===== src/rtl/reg_file_pkg.sv =====
// Shared constants and types for the architectural register file.
// Holds the default widths, the clear-sweep state type and the x0 index.
package reg_file_pkg;

  localparam int REG_ADDR_W = 5;
  localparam int DATA_W     = 32;

  // Clear sweep runs first, then the register file serves the core.
  typedef enum logic [0:0] {
    CLEAR = 1'b0,
    RUN   = 1'b1
  } state_t;

  // x0 is hardwired to zero and has no storage behind it.
  localparam logic [REG_ADDR_W-1:0] X0 = 5'd0;

  // True when a register index names real storage (anything but x0).
  function automatic logic is_writable(input logic [REG_ADDR_W-1:0] addr);
    is_writable = (addr != X0);
  endfunction

endpackage : reg_file_pkg


===== src/rtl/reg_file_clr_fsm.sv =====
// Post-reset clear sequencer for reg_file.
// Walks the index from 1 up to NREG-1, zeroing one register per cycle,
// then raises ready. A reset at any time restarts the sweep from index 1.
module reg_file_clr_fsm #(
  parameter int NREG = 32
) (
  input  logic                    clk,
  input  logic                    rst,
  output logic                    clr_we,
  output logic [$clog2(NREG)-1:0] clr_addr,
  output logic                    ready
);
  import reg_file_pkg::*;

  localparam int AW = $clog2(NREG);
  localparam logic [AW-1:0] FIRST_IDX = AW'(1);
  localparam logic [AW-1:0] LAST_IDX  = AW'(NREG - 1);

  state_t          state_r;
  logic [AW-1:0]   idx_r;
  logic            ready_r;

  // Sweep state, index and ready flag; the last index hands over to RUN
  // without incrementing so the counter never wraps.
  always_ff @(posedge clk) begin
    if (rst) begin
      state_r <= CLEAR;
      idx_r   <= FIRST_IDX;
      ready_r <= 1'b0;
    end else begin
      case (state_r)
        CLEAR: begin
          if (idx_r == LAST_IDX) begin
            state_r <= RUN;
            ready_r <= 1'b1;
          end else begin
            idx_r   <= idx_r + AW'(1);
            ready_r <= 1'b0;
          end
        end
        RUN: begin
          ready_r <= 1'b1;
        end
        default: begin
          state_r <= CLEAR;
          idx_r   <= FIRST_IDX;
          ready_r <= 1'b0;
        end
      endcase
    end
  end

  // Clear write port is driven straight from registered state.
  assign clr_we   = (state_r == CLEAR);
  assign clr_addr = idx_r;
  assign ready    = ready_r;

endmodule : reg_file_clr_fsm


===== src/rtl/reg_file.sv =====
// Architectural integer register file: 31 writable registers plus x0.
// Two combinational read ports, one edge-triggered write port, and a
// post-reset clear sweep that gates reads and writes until it completes.
// Optional macro REG_FILE_BYPASS_EN adds same-cycle write-through
// forwarding; the default build returns stored contents only.
module reg_file #(
  parameter int DATA_W = 32,
  parameter int NREG   = 32
) (
  input  logic                    clk,
  input  logic                    rst,
  input  logic [$clog2(NREG)-1:0] a1,
  input  logic [$clog2(NREG)-1:0] a2,
  input  logic [$clog2(NREG)-1:0] a3,
  input  logic                    we3,
  input  logic [DATA_W-1:0]       wd3,
  output logic [DATA_W-1:0]       rd1,
  output logic [DATA_W-1:0]       rd2,
  output logic                    ready
);
  import reg_file_pkg::*;

  localparam int AW = $clog2(NREG);

  logic [DATA_W-1:0] regs_r [1:NREG-1];

  logic              clr_we_s;
  logic [AW-1:0]     clr_addr_s;
  logic              ready_s;
  logic              read_en_s;
  logic              wr_en_s;

  reg_file_clr_fsm #(
    .NREG (NREG)
  ) u_clr_fsm (
    .clk      (clk),
    .rst      (rst),
    .clr_we   (clr_we_s),
    .clr_addr (clr_addr_s),
    .ready    (ready_s)
  );

  assign ready = ready_s;

  // Reads are only meaningful once the sweep is done and reset is low.
  assign read_en_s = ready_s & ~rst;

  // Architectural write: RUN only, never to x0, never while in reset.
  assign wr_en_s = we3 & is_writable(a3) & read_en_s;

  // Storage write port: the clear sweep owns it while clearing, so a
  // core write during CLEAR is simply dropped.
  always_ff @(posedge clk) begin
    if (clr_we_s) begin
      regs_r[clr_addr_s] <= {DATA_W{1'b0}};
    end else if (wr_en_s) begin
      regs_r[a3] <= wd3;
    end else begin
      regs_r[a3] <= regs_r[a3];
    end
  end

  // Read port 1: x0 and not-ready read as zero.
  always_comb begin
    rd1 = {DATA_W{1'b0}};
    if (read_en_s && is_writable(a1)) begin
      rd1 = regs_r[a1];
`ifdef REG_FILE_BYPASS_EN
      if (wr_en_s && (a1 == a3)) begin
        rd1 = wd3;
      end else begin
        rd1 = regs_r[a1];
      end
`endif
    end else begin
      rd1 = {DATA_W{1'b0}};
    end
  end

  // Read port 2: same rules as port 1.
  always_comb begin
    rd2 = {DATA_W{1'b0}};
    if (read_en_s && is_writable(a2)) begin
      rd2 = regs_r[a2];
`ifdef REG_FILE_BYPASS_EN
      if (wr_en_s && (a2 == a3)) begin
        rd2 = wd3;
      end else begin
        rd2 = regs_r[a2];
      end
`endif
    end else begin
      rd2 = {DATA_W{1'b0}};
    end
  end

endmodule : reg_file


===== config.mk =====
export PLATFORM = sky130hd
export DESIGN_NAME = reg_file
export DESIGN_NICKNAME = d
export VERILOG_FILES = /design/src/rtl/reg_file_pkg.sv /design/src/rtl/reg_file_clr_fsm.sv /design/src/rtl/reg_file.sv
export SDC_FILE = /design/constraint.sdc
export NUM_CORES = 1
export LEC_CHECK = 0
export ABC_CLOCK_PERIOD_IN_PS = 5800
export BUFFER_PORTS_ARGS = -buffer_cell sky130_fd_sc_hd__buf_2
export CAP_MARGIN = 20
export CORE_UTILIZATION = 50
export CTS_CLUSTER_DIAMETER = 120
export DETAILED_ROUTE_END_ITERATION = 10
export HOLD_SLACK_MARGIN = 0.03
export PLACE_DENSITY = 0.68
export SYNTH_ARGS = -nofsm -noshare
export SYNTH_HDL_FRONTEND = slang
export SYNTH_SLANG_ARGS = --single-unit

===== constraint.sdc =====
create_clock -name clk -period 5.8 [get_ports clk]
set_clock_uncertainty 0.05 [all_clocks]
set_input_delay 0.29 -clock clk [delete_from_list [all_inputs] [get_ports clk]]
set_output_delay 0.29 -clock clk [all_outputs]
set_load 0.03 [all_outputs]

==> impl_metrics.toml <==
[detailed_routing]
post-route-drc-count = 0
wl_mm = 139
firstDrtPassIters = 6
wire_per_inst_um = 33.1
first_iter_violations = 3867
via_per_inst = 6.88
ant_nets = 0
vias = 28872

[final_layout]
design_area_um2 = 52300
fillCellCount = 6989
finalNetCount = 2916
syn_to_final_growth_pct = 12.4
drive_gt1_share_pct = 23.6

[global_routing]
grt_max_degree = 100
grt_overflow = 0
grt_use_total_pct = 29.5
grt_pass1_wl_mm = 201
grt_pass1_vias = 29196
antenna_found_initial = 5

[pwr]
p_leak_nw = 16.2
peakVddDrop_v = 0.000249
p_per_area_nw_per_um2 = 298

[job]
maxCapViolations = 0

[timing]
hold_viol_final = 0
slew_viol_final = 0
period_share_pct = 68.6
max_freq_mhz = 251
worstMarginPinSlew_ps = 1180
setup_violations = 0
finalCriticalPeriod_ps = 3980
fin_setup_tns_ps = 0
rsz0062_at_grt = "no"
max-slew-margin-rel_pct = 21.4

[floorplan]
start_util_pct = 50.6
die_y_um = 307
ios = 115
die-area_um2 = 94200
die_width_um = 307
core_area_um2 = 91900
rows = 111

[logic_synthesis]
yosys_register_bits = 998
syn_avg_cell_area_um2 = 16.7
async_flop_share_pct = 0
synth.net_count = 2829
synth_flop_cell = "edfxtp_1"
syn_area_um2 = 46500
synth_cell_type_count = 45
syn_inst = 2777
ys_warn_count = 0
synth_edf_count = 992
ys_seq_area_share_pct = 64.3

[hold_path]
min_from = "wd3[6]"
hold_path_depth = 2
hold_end = "regs_r[3][6]$_DFFE_PP_"
hold_path_class = "input port to flop"

[placed_design]
dpl_cell_area_um2 = 48700
portBuffers = 114
hpwl_mm = 82.8
gp_congestion = 0.856

[clocking]
clockRootBuffer = "clkbuf_16"
clk_pin_slew_ps = 60
cts_max_path_buffers = 3
clk_latency_ps = 690
clock-sinks = 998
htree_levels = 3
cts_tree = "done"
postCtsSetupBuffers = 0
cts_buffers = 102

[critical_path]
ff2ff_path_depth = 6
r2r-end = "regs_r[16][7]$_DFFE_PP_"
crit_path_start_kind = "input port"
cp_top_family = "buffers and inverters"
r2r-start = "u_clr_fsm.state_r$_SDFF_PP0_"
cp-end-kind = "primary output"
path_buf_inv = 3
critPathSlowestCell = "buf_4"
crit_type = "input port to primary output"
crit_path_cell_trace = "buf_8 > buf_4 > mux4_2 > nor2b_1 > a211oi_1 > nor4_1 > buf_2"
slowest_delay_ps = 930
path_max_fanout = 96
reg2reg_slack_ps = 1860
crit_arrival_ps = 3640
required_ps = 5460

[status]
status = "finished clean"
==> sequential cells by signal, summed over array words and instances, names as in the netlist <==
register,flops
regs_r,992
u_clr_fsm.clr_addr,5
u_clr_fsm.state_r,1
==> per-stage QoR <==
| stage | hold WS, ps | setup WS (ps) | utilization [%] | power [mW] | std cells |
|---|---|---|---|---|---|
| after global placement | 477 | 1900 | 52.8 | 9.02 | 3987 |
| after CTS | 235 | 1760 | 56.7 | 15.6 | 4184 |
| after global routing | 108 | 1680 | 56.9 | 15.9 | 4193 |
| after detailed placement | 497 | 1850 | 53.0 | 9.04 | 3994 |
| final | 129 | 1820 | 56.9 | 15.6 | 4194 |
| after floorplan | 446 | 2280 | - | 8.74 | 2777 |
==> cells in the mapped netlist, drive strengths merged, types with 2 or more instances <==
| cell | count | area [um2] |
|---|---|---|
| nor4 | 34 | 213 |
| nand2b | 6 | 37.5 |
| clkbuf | 101 | 379 |
| nor3b | 2 | 15.0 |
| mux2i | 449 | 4490 |
| a21oi | 71 | 355 |
| xor2 | 2 | 17.5 |
| dfxtp | 6 | 120 |
| nor3 | 5 | 25.0 |
| nor2 | 45 | 169 |
| and3 | 33 | 206 |
| nand3b | 3 | 22.5 |
| ha | 2 | 25.0 |
| a211oi | 32 | 240 |
| or2 | 2 | 12.5 |
| nor2b | 38 | 238 |
| buf | 120 | 738 |
| a31oi | 31 | 194 |
| inv | 4 | 15.0 |
| a32oi | 4 | 35.0 |
| mux4 | 256 | 5770 |
| nand4 | 2 | 12.5 |
| a22oi | 128 | 961 |
| o21ai | 132 | 661 |
| edfxtp | 992 | 29800 |
| nand2 | 40 | 150 |
| nand3 | 36 | 180 |
| and2 | 33 | 206 |
| mux2 | 32 | 360 |
| o22ai | 128 | 801 |
==> cell families (layout without fill, tap and decap cells) <==
| kind of cell | count (synthesis) | after routing | share of synthesized area (%) |
|---|---|---|---|
| and+or+nand+nor | 282 | 282 | 3.26 |
| xor gates and xnor gates | 3 | 3 | 0.0565 |
| DFF | 998 | 998 | 64.3 |
| other | 0 | 2 | 0 |
| AOI/OAI and AO/OA | 530 | 530 | 7.06 |
| buffers and inverters | 225 | 397 | 2.43 |
| muxes | 737 | 737 | 22.8 |
| adders and majority gates | 2 | 2 | 0.0538 |
==> cell usage in the layout (no fill, tap or decap), types with 3 or more instances in the layout <==
| cell type | netlist | routed |
|---|---|---|
| nor2_1 | 45 | 11 |
| nor2b_1 | 38 | 36 |
| a22oi_1 | 128 | 128 |
| dlygate4sd3_1 | 0 | 3 |
| clkbuf_1 | 101 | 17 |
| nand3_1 | 36 | 34 |
| edfxtp_1 | 992 | 992 |
| nor3_1 | 5 | 4 |
| a31oi_1 | 31 | 31 |
| nand2_1 | 40 | 39 |
| bufinv_16 | 0 | 12 |
| mux2i_1 | 449 | 449 |
| nor4_1 | 34 | 34 |
| inv_1 | 4 | 4 |
| buf_16 | 0 | 6 |
| clkinv_1 | 0 | 17 |
| o22ai_1 | 128 | 128 |
| and2_1 | 33 | 32 |
| buf_2 | 76 | 107 |
| o21ai_1 | 27 | 26 |
| buf_8 | 1 | 3 |
| dfxtp_1 | 6 | 6 |
| buf_12 | 1 | 13 |
| a21oi_1 | 71 | 70 |
| nand2b_1 | 6 | 3 |
| nand2b_2 | 0 | 3 |
| a32oi_1 | 4 | 4 |
| a211oi_1 | 32 | 32 |
| mux4_2 | 256 | 256 |
| buf_4 | 18 | 68 |
| clkbuf_16 | 0 | 104 |
| o21ai_0 | 105 | 105 |
| nor2_4 | 0 | 34 |
| and3_1 | 33 | 32 |
| clkinvlp_4 | 0 | 5 |
| nand3b_1 | 3 | 3 |
| mux2_2 | 32 | 32 |
| clkinv_2 | 0 | 26 |
==> worst max-delay path by stage <==
stage | from | end | slack [ps] | cells after the start
2_1_floorplan | u_clr_fsm.state_r$_SDFF_PP0_ | regs_r[12][0]$_DFFE_PP_ | 2280 | 7
3_3_place_gp | a2[1] | rd2[17] | 1900 | 7
3_5_place_dp | rst | regs_r[16][15]$_DFFE_PP_ | 1850 | 7
4_1_cts | u_clr_fsm.state_r$_SDFF_PP0_ | rd2[6] | 1760 | 6
5_1_grt | a2[1] | rd2[0] | 1680 | 7
6_report | a2[1] | rd2[17] | 1820 | 7
==> timing repair <==
item	in CTS	in global routing
endpoints found under the hold margin	6	2
gates resized for setup	0	0
hold buffers	1	2
==> metal layers <==
| layer | vias to the layer above | wire (um) | track usage (%) |
|---|---|---|---|
| li1 | 11730 | - | - |
| met1 | 14998 | 53200 | 39.8 |
| met2 | 1822 | 65800 | 46.7 |
| met3 | 320 | 14300 | 6.33 |
| met4 | 2 | 5650 | 12.0 |
| met5 | - | 8 | 0 |
==> worst register-to-register path: cells and delay by family (launching register included) <==
kind,cells,cell delay (ps)
compound gates,2,650
buf+inv,2,1050
flops,1,460
simple gates,2,1330
==> layout make-up <==
| type | count | area (um2) | share of cell area [%] |
|---|---|---|---|
| Clock inverter | 70 | 759 | 1.45 |
| Antenna cell | 2 | 5.00 | 0.00957 |
| Tap cell | 1243 | 1560 | 2.97 |
| Timing Repair Buffer | 204 | 1620 | 3.10 |
| Sequential cell | 998 | 29900 | 57.2 |
| Clock buffer | 119 | 2620 | 5.00 |
| Inverter | 4 | 15.0 | 0.0287 |
| Multi-Input combinational cell | 1554 | 15800 | 30.2 |
==> report_power, final <==
part | internal [mW] | total [mW] | switching, mW
Combinational | 0.334 | 0.911 | 0.577
Clock | 3.79 | 6.66 | 2.87
Sequential | 7.94 | 7.99 | 0.0545
Total | 12.1 | 15.6 | 3.50
No activity file was read; power rests on OpenSTA's default activity.
